==> src/rtl/f9pcap_rx_hdr_strip.sv <==
// f9pcap receive header stripper: checks the 58-byte eth/ip/udp/f9pcap
// header and forwards the payload. Define F9PCAP_RX_HDR_STRIP_STATS_EN for counters.
module f9pcap_rx_hdr_strip #(
  parameter int DATA_WIDTH = 8,
  parameter int TTS_WIDTH  = 56,
  parameter int HDR_LENGTH = 58,
  parameter int CNT_WIDTH  = 32
) (
  input  logic                  clk_in,
  input  logic                  rst_n_in,
  input  logic [31:0]           mcgroup_addr,
  input  logic [15:0]           mcgroup_port,
  input  logic                  rx_valid_in,
  output logic                  rx_ready_out,
  input  logic [DATA_WIDTH-1:0] rx_data_in,
  input  logic                  rx_last_in,
  output logic                  pl_valid_out,
  input  logic                  pl_ready_in,
  output logic [DATA_WIDTH-1:0] pl_data_out,
  output logic                  pl_last_out,
  output logic                  pl_err_out,
  output logic [TTS_WIDTH-1:0]  pl_tts_out,
  output logic [7:0]            pl_sfp_idx_out
`ifdef F9PCAP_RX_HDR_STRIP_STATS_EN
  ,
  output logic [CNT_WIDTH-1:0]  stat_ok_cnt_out,
  output logic [CNT_WIDTH-1:0]  stat_drop_cnt_out,
  output logic [CNT_WIDTH-1:0]  stat_lenerr_cnt_out
`endif
);

  localparam int CW = 6;
  localparam logic [CW-1:0] HDR_LAST = CW'(HDR_LENGTH - 1);

  typedef enum logic [1:0] {
    S_HDR,
    S_PAYLOAD,
    S_DROP
  } state_e;

  state_e                state_q, state_d;
  logic [CW-1:0]         hdr_cnt_q, hdr_cnt_d;
  logic                  match_q, match_d;
  logic [TTS_WIDTH-1:0]  tts_sh_q, tts_sh_d;
  logic [7:0]            sfp_sh_q, sfp_sh_d;
  logic [15:0]           len_q, len_d;
  logic [TTS_WIDTH-1:0]  tts_q, tts_d;
  logic [7:0]            sfp_q, sfp_d;
  logic [15:0]           pcnt_q, pcnt_d;
  logic                  pl_valid_q, pl_valid_d;
  logic [DATA_WIDTH-1:0] pl_data_q, pl_data_d;
  logic                  pl_last_q, pl_last_d;
  logic                  pl_err_q, pl_err_d;
  logic                  rdy;
  logic                  acc;
  logic                  byte_ok;
  logic                  pl_free;
  logic                  len_bad;

`ifdef F9PCAP_RX_HDR_STRIP_STATS_EN
  logic [CNT_WIDTH-1:0]  ok_q, ok_d;
  logic [CNT_WIDTH-1:0]  drop_q, drop_d;
  logic [CNT_WIDTH-1:0]  lenerr_q, lenerr_d;
`endif

  // Per-offset header field check against the configured group
  always_comb begin
    byte_ok = 1'b1;
    unique case (hdr_cnt_q)
      6'd0:    byte_ok = (rx_data_in == 8'h01);
      6'd1:    byte_ok = (rx_data_in == 8'h00);
      6'd2:    byte_ok = (rx_data_in == 8'h5E);
      6'd3:    byte_ok = (rx_data_in == {1'b0, mcgroup_addr[22:16]});
      6'd4:    byte_ok = (rx_data_in == mcgroup_addr[15:8]);
      6'd5:    byte_ok = (rx_data_in == mcgroup_addr[7:0]);
      6'd12:   byte_ok = (rx_data_in == 8'h08);
      6'd13:   byte_ok = (rx_data_in == 8'h00);
      6'd14:   byte_ok = (rx_data_in == 8'h45);
      6'd23:   byte_ok = (rx_data_in == 8'h11);
      6'd30:   byte_ok = (rx_data_in == mcgroup_addr[31:24]);
      6'd31:   byte_ok = (rx_data_in == mcgroup_addr[23:16]);
      6'd32:   byte_ok = (rx_data_in == mcgroup_addr[15:8]);
      6'd33:   byte_ok = (rx_data_in == mcgroup_addr[7:0]);
      6'd36:   byte_ok = (rx_data_in == mcgroup_port[15:8]);
      6'd37:   byte_ok = (rx_data_in == mcgroup_port[7:0]);
      default: byte_ok = 1'b1;
    endcase
  end

  // Next-state, header capture, payload output stage and handshake
  always_comb begin
    state_d    = state_q;
    hdr_cnt_d  = hdr_cnt_q;
    match_d    = match_q;
    tts_sh_d   = tts_sh_q;
    sfp_sh_d   = sfp_sh_q;
    len_d      = len_q;
    tts_d      = tts_q;
    sfp_d      = sfp_q;
    pcnt_d     = pcnt_q;
    pl_valid_d = pl_valid_q;
    pl_data_d  = pl_data_q;
    pl_last_d  = pl_last_q;
    pl_err_d   = pl_err_q;
    len_bad    = 1'b0;
`ifdef F9PCAP_RX_HDR_STRIP_STATS_EN
    ok_d       = ok_q;
    drop_d     = drop_q;
    lenerr_d   = lenerr_q;
`endif
    pl_free = !pl_valid_q || pl_ready_in;
    unique case (state_q)
      S_PAYLOAD: rdy = pl_free;
      default:   rdy = 1'b1;
    endcase
    acc = rx_valid_in && rdy && rst_n_in;

    if (pl_valid_q && pl_ready_in) begin
      pl_valid_d = 1'b0;
      pl_last_d  = 1'b0;
      pl_err_d   = 1'b0;
    end

    if (acc) begin
      unique case (state_q)
        S_HDR: begin
          match_d = ((hdr_cnt_q == '0) || match_q) && byte_ok;
          if (hdr_cnt_q >= 6'd42 && hdr_cnt_q <= 6'd48)
            tts_sh_d = {tts_sh_q[TTS_WIDTH-DATA_WIDTH-1:0], rx_data_in};
          if (hdr_cnt_q == 6'd49) sfp_sh_d = rx_data_in;
          if (hdr_cnt_q == 6'd50) len_d[15:8] = rx_data_in;
          if (hdr_cnt_q == 6'd51) len_d[7:0] = rx_data_in;
          if (rx_last_in) begin
            hdr_cnt_d = '0;
`ifdef F9PCAP_RX_HDR_STRIP_STATS_EN
            drop_d = drop_q + 1'b1;
`endif
          end else if (hdr_cnt_q == HDR_LAST) begin
            hdr_cnt_d = '0;
            pcnt_d    = '0;
            if (match_d) begin
              state_d = S_PAYLOAD;
              tts_d   = tts_sh_q;
              sfp_d   = sfp_sh_q;
            end else begin
              state_d = S_DROP;
            end
          end else begin
            hdr_cnt_d = hdr_cnt_q + 1'b1;
          end
        end
        S_PAYLOAD: begin
          pl_valid_d = 1'b1;
          pl_data_d  = rx_data_in;
          pl_last_d  = rx_last_in;
          pl_err_d   = 1'b0;
          if (pcnt_q != 16'hFFFF) pcnt_d = pcnt_q + 1'b1;
          if (rx_last_in) begin
            len_bad = (pcnt_q == 16'hFFFF) ||
                      (({1'b0, pcnt_q} + 17'd1) != {1'b0, len_q});
            pl_err_d  = len_bad;
            state_d   = S_HDR;
            hdr_cnt_d = '0;
`ifdef F9PCAP_RX_HDR_STRIP_STATS_EN
            if (len_bad) lenerr_d = lenerr_q + 1'b1;
            else         ok_d     = ok_q + 1'b1;
`endif
          end
        end
        S_DROP: begin
          if (rx_last_in) begin
            state_d   = S_HDR;
            hdr_cnt_d = '0;
`ifdef F9PCAP_RX_HDR_STRIP_STATS_EN
            drop_d = drop_q + 1'b1;
`endif
          end
        end
        default: state_d = S_HDR;
      endcase
    end
  end

  // State and datapath registers with synchronous reset
  always_ff @(posedge clk_in) begin
    if (!rst_n_in) begin
      state_q    <= S_HDR;
      hdr_cnt_q  <= '0;
      match_q    <= 1'b0;
      tts_sh_q   <= '0;
      sfp_sh_q   <= '0;
      len_q      <= '0;
      tts_q      <= '0;
      sfp_q      <= '0;
      pcnt_q     <= '0;
      pl_valid_q <= 1'b0;
      pl_data_q  <= '0;
      pl_last_q  <= 1'b0;
      pl_err_q   <= 1'b0;
`ifdef F9PCAP_RX_HDR_STRIP_STATS_EN
      ok_q       <= '0;
      drop_q     <= '0;
      lenerr_q   <= '0;
`endif
    end else begin
      state_q    <= state_d;
      hdr_cnt_q  <= hdr_cnt_d;
      match_q    <= match_d;
      tts_sh_q   <= tts_sh_d;
      sfp_sh_q   <= sfp_sh_d;
      len_q      <= len_d;
      tts_q      <= tts_d;
      sfp_q      <= sfp_d;
      pcnt_q     <= pcnt_d;
      pl_valid_q <= pl_valid_d;
      pl_data_q  <= pl_data_d;
      pl_last_q  <= pl_last_d;
      pl_err_q   <= pl_err_d;
`ifdef F9PCAP_RX_HDR_STRIP_STATS_EN
      ok_q       <= ok_d;
      drop_q     <= drop_d;
      lenerr_q   <= lenerr_d;
`endif
    end
  end

  assign rx_ready_out   = rdy && rst_n_in;
  assign pl_valid_out   = pl_valid_q;
  assign pl_data_out    = pl_data_q;
  assign pl_last_out    = pl_last_q;
  assign pl_err_out     = pl_err_q;
  assign pl_tts_out     = tts_q;
  assign pl_sfp_idx_out = sfp_q;

`ifdef F9PCAP_RX_HDR_STRIP_STATS_EN
  assign stat_ok_cnt_out     = ok_q;
  assign stat_drop_cnt_out   = drop_q;
  assign stat_lenerr_cnt_out = lenerr_q;
`endif

endmodule

==> config.mk <==
export PLATFORM = sky130hd
export DESIGN_NAME = f9pcap_rx_hdr_strip
export DESIGN_NICKNAME = d
export VERILOG_FILES = /design/src/rtl/f9pcap_rx_hdr_strip.sv
export SDC_FILE = /design/constraint.sdc
export NUM_CORES = 1
export LEC_CHECK = 0
export BUFFER_PORTS_ARGS = -buffer_cell sky130_fd_sc_hd__buf_2
export CAP_MARGIN = 10
export CELL_PAD_IN_SITES_DETAIL_PLACEMENT = 0
export CELL_PAD_IN_SITES_GLOBAL_PLACEMENT = 1
export CORE_MARGIN = 8
export CORE_UTILIZATION = 35
export CTS_BUF_LIST = sky130_fd_sc_hd__clkbuf_8
export CTS_CLUSTER_SIZE = 20
export DETAILED_ROUTE_END_ITERATION = 6
export PLACE_DENSITY_LB_ADDON = 0.15
export SETUP_SLACK_MARGIN = 0.15
export SLEW_MARGIN = 25
export SYNTH_ARGS = -nofsm -noshare
export SYNTH_HDL_FRONTEND = slang
export SYNTH_SLANG_ARGS = --single-unit
==> constraint.sdc <==
create_clock -name clk_in -period 2.6 [get_ports clk_in]
set_clock_uncertainty 0.05 [all_clocks]
set_input_delay 0.52 -clock clk_in [delete_from_list [all_inputs] [get_ports clk_in]]
set_output_delay 0.52 -clock clk_in [all_outputs]
set_load 0.05 [all_outputs]
==> impl_metrics.json <==
{
  "critical_path.max_fanout": 8,
  "peakVddDrop_mv": 0.230,
  "vias_per_cell": 5.04,
  "wl_per_cell_um": 16.8,
  "die_height_um": 171,
  "cp_slowest_cell": "dfxtp_1",
  "max_freq_mhz": 375,
  "path_class": "reg2reg",
  "final_core_util": 0.471,
  "rsz0062_at_grt": "true",
  "hold_path_class": "in2reg",
  "clk-insertion-delay-late_ps": 470,
  "synth_area_mm2": 0.00842,
  "ys.flop_type": "dfxtp_1",
  "htreeDepth": 4,
  "syn_nets": 1152,
  "power.total_mw": 5.08,
  "slew_violations": 0,
  "violations": "negative setup slack",
  "first_pass_iters": 5,
  "cts_sinks": 180,
  "required_ps": 2900,
  "gp_congestion": 0.881,
  "synth-seq-area-share": 0.428,
  "setup_viol": 3,
  "start_kind": "flip-flop",
  "root_buffer": "clkbuf_8",
  "max_cap_viol_count": 0,
  "die_w_um": 171,
  "area_delta_synth_final_pct": 31.6,
  "grt_overflow_total": 0,
  "boundaryPins": 137,
  "slew_headroom": 0.376,
  "clk_pin_slew_ps": 90,
  "core_area_mm2": 0.0235,
  "grt_max_degree": 242,
  "synth_cells": 1084,
  "synth-seq-cells": 180,
  "worst_slack_ps": -65.2,
  "max_stage_delay_ps": 400,
  "fin_nets": 1323,
  "fp-row-count": 56,
  "tritoncts": "done",
  "final_hold_viol_count": 0,
  "p_leak_nw": 4.11,
  "ys_async_sr_fraction": 0,
  "tightest_slew_ps": 937,
  "status": "finished with violations",
  "start_util": 0.358,
  "drive_gt1_frac": 0.263,
  "finalCritPeriodShare": 1.03,
  "grt_pass1_wl_um": 41100,
  "cts_buffer_depth": 2,
  "avgSynthCellArea_um2": 7.77,
  "crit_chain": "buf_4, or2_2, nor3_1, a221oi_1, o211ai_1, xor2_1, a2111o_1, o41a_1, a32o_1",
  "synth_cell_types": 58,
  "first_global_vias": 7504,
  "cts_buffers": 17,
  "num_vias": 8005,
  "synth_edf_count": 0,
  "layout_min_cycle_time_ps": 2670,
  "arrival_ps": 2970,
  "die_area_mm2": 0.0293,
  "dp_hpwl_um": 18000,
  "p_per_area_mw_per_mm2": 458,
  "drc": 0,
  "hold_ws_ps": 331,
  "reg2reg_slack_ps": -70,
  "place_ws_ps": -176,
  "ant_nets": 0,
  "io_buffers": 136,
  "antenna_found_initial": 1,
  "end_kind": "flip-flop",
  "grtUsageTotal": 0.177,
  "wl_um": 26600,
  "drt_iter0_drc": 582,
  "yosys_warnings": 0
}
final timing paths:
kind / from / end / depth (start not counted)
max: hdr_cnt_q[3] / state_q[1] / 9
max reg2reg: hdr_cnt_q[3] / state_q[1] / 9
min reg2reg: pl_tts_out[44] / pl_tts_out[44] / 2
min: rx_last_in / pl_last_out / 3
cell usage after synthesis, types with 5 or more instances:
cell      count  area (um2)
clkbuf_1     69         259
a21oi_1      34         170
nor3b_1       6        45.0
nor2b_1      17         106
dfxtp_1     180        3600
ha_1          7        87.6
a31oi_1       5        31.3
nand2b_1      7        43.8
nor3_1       26         130
mux2i_1       9        90.1
buf_2        14        70.1
o21ai_0      76         380
o21ai_1       6        30.0
and3_1        5        31.3
xnor2_1      18         158
xor2_1       16         140
inv_1        12        45.0
nand3_1     107         536
nand4_1       9        56.3
a22oi_1       8        60.1
nand2_1     259         972
a21boi_0     89         668
nor2_1       25        93.8
nor4_1        5        31.3
a211oi_1      8        60.1
buf_1         8        30.0
power by group:
part	internal, mW	switching (mW)	leakage, nW
combinational	0.154	0.184	2.45
clock	0.832	1.15	0.208
sequential	2.76	0.00324	1.45
cells by family after synthesis:
kind of cell | after synthesis | share of synthesized area
xor+xnor | 34 | 0.0353
buf+inv | 105 | 0.0499
flops | 180 | 0.428
compound gates | 261 | 0.202
simple gates | 484 | 0.259
mux | 13 | 0.0160
fa+ha+maj | 7 | 0.0104
worst max-delay path, delay by kind of cell (launching register included):
| family | cells | cell delay (ps) |
|---|---|---|
| buf+inv | 1 | 210 |
| simple gates | 2 | 680 |
| flops | 1 | 400 |
| xor+xnor | 1 | 120 |
| compound gates | 5 | 1110 |
flip-flops by register name, indices dropped and copies added, names as in the netlist, 2 cells and up:
signal          count
len_q              16
pl_sfp_idx_out      8
sfp_sh_q            8
pcnt_q             16
pl_tts_out         56
hdr_cnt_q           6
tts_sh_q           56
state_q             2
pl_data_out         8
per-stage QoR:
| stage | TNS [ps] | instances | cell area [um2] |
|---|---|---|---|
| floorplan | -75.3 | 1084 | 8510 |
| global placement | -2900 | 1527 | 9990 |
| detailed placement | -4240 | 1527 | 9990 |
| CTS | -49.0 | 1561 | 10500 |
| global route | -3690 | 1588 | 11100 |
| finish | -87.9 | 1588 | 11100 |
area by class of cell:
type | instances | area [um2]
Antenna cell | 1 | 2.50
Multi-Input combinational cell | 799 | 4660
Clock inverter | 14 | 165
Clock buffer | 18 | 248
Timing Repair Buffer | 245 | 1940
Tap cell | 319 | 399
Inverter | 12 | 47.5
Sequential cell | 180 | 3620
Fill cell | 2414 | 12500
layer usage:
| metal | global-route usage | up-vias | wire length, um |
|---|---|---|---|
| li1 | - | 4068 | - |
| met1 | 0.246 | 3771 | 13000 |
| met2 | 0.278 | 154 | 12200 |
| met3 | 0.0360 | 12 | 1220 |
| met4 | 0.0367 | 0 | 183 |
| met5 | 0 | - | 0 |
timing repair:
action / CTS / global route
resized for setup: 21 / 93
buffers inserted: 1 / 15
hold buffers: 0 / 0
endpoints found under the setup margin: 67 / 82
gates cloned: 1 / 11
pin swaps: 6 / 15
layout by cell type, fill, tap and decap left out, types with 18 or more instances in the layout:
cell      synthesis  final
nand2_1         259    256
dfxtp_1         180    173
buf_2            14    135
nand3_1         107    106
a21boi_0         89     89
buf_4             0     72
o21ai_1           6     60
a21oi_1          34     31
nor2_1           25     24
nor3_1           26     23
xnor2_1          18     18
clkbuf_8          0     18
Note: power is estimated with default switching activity, not from simulation.
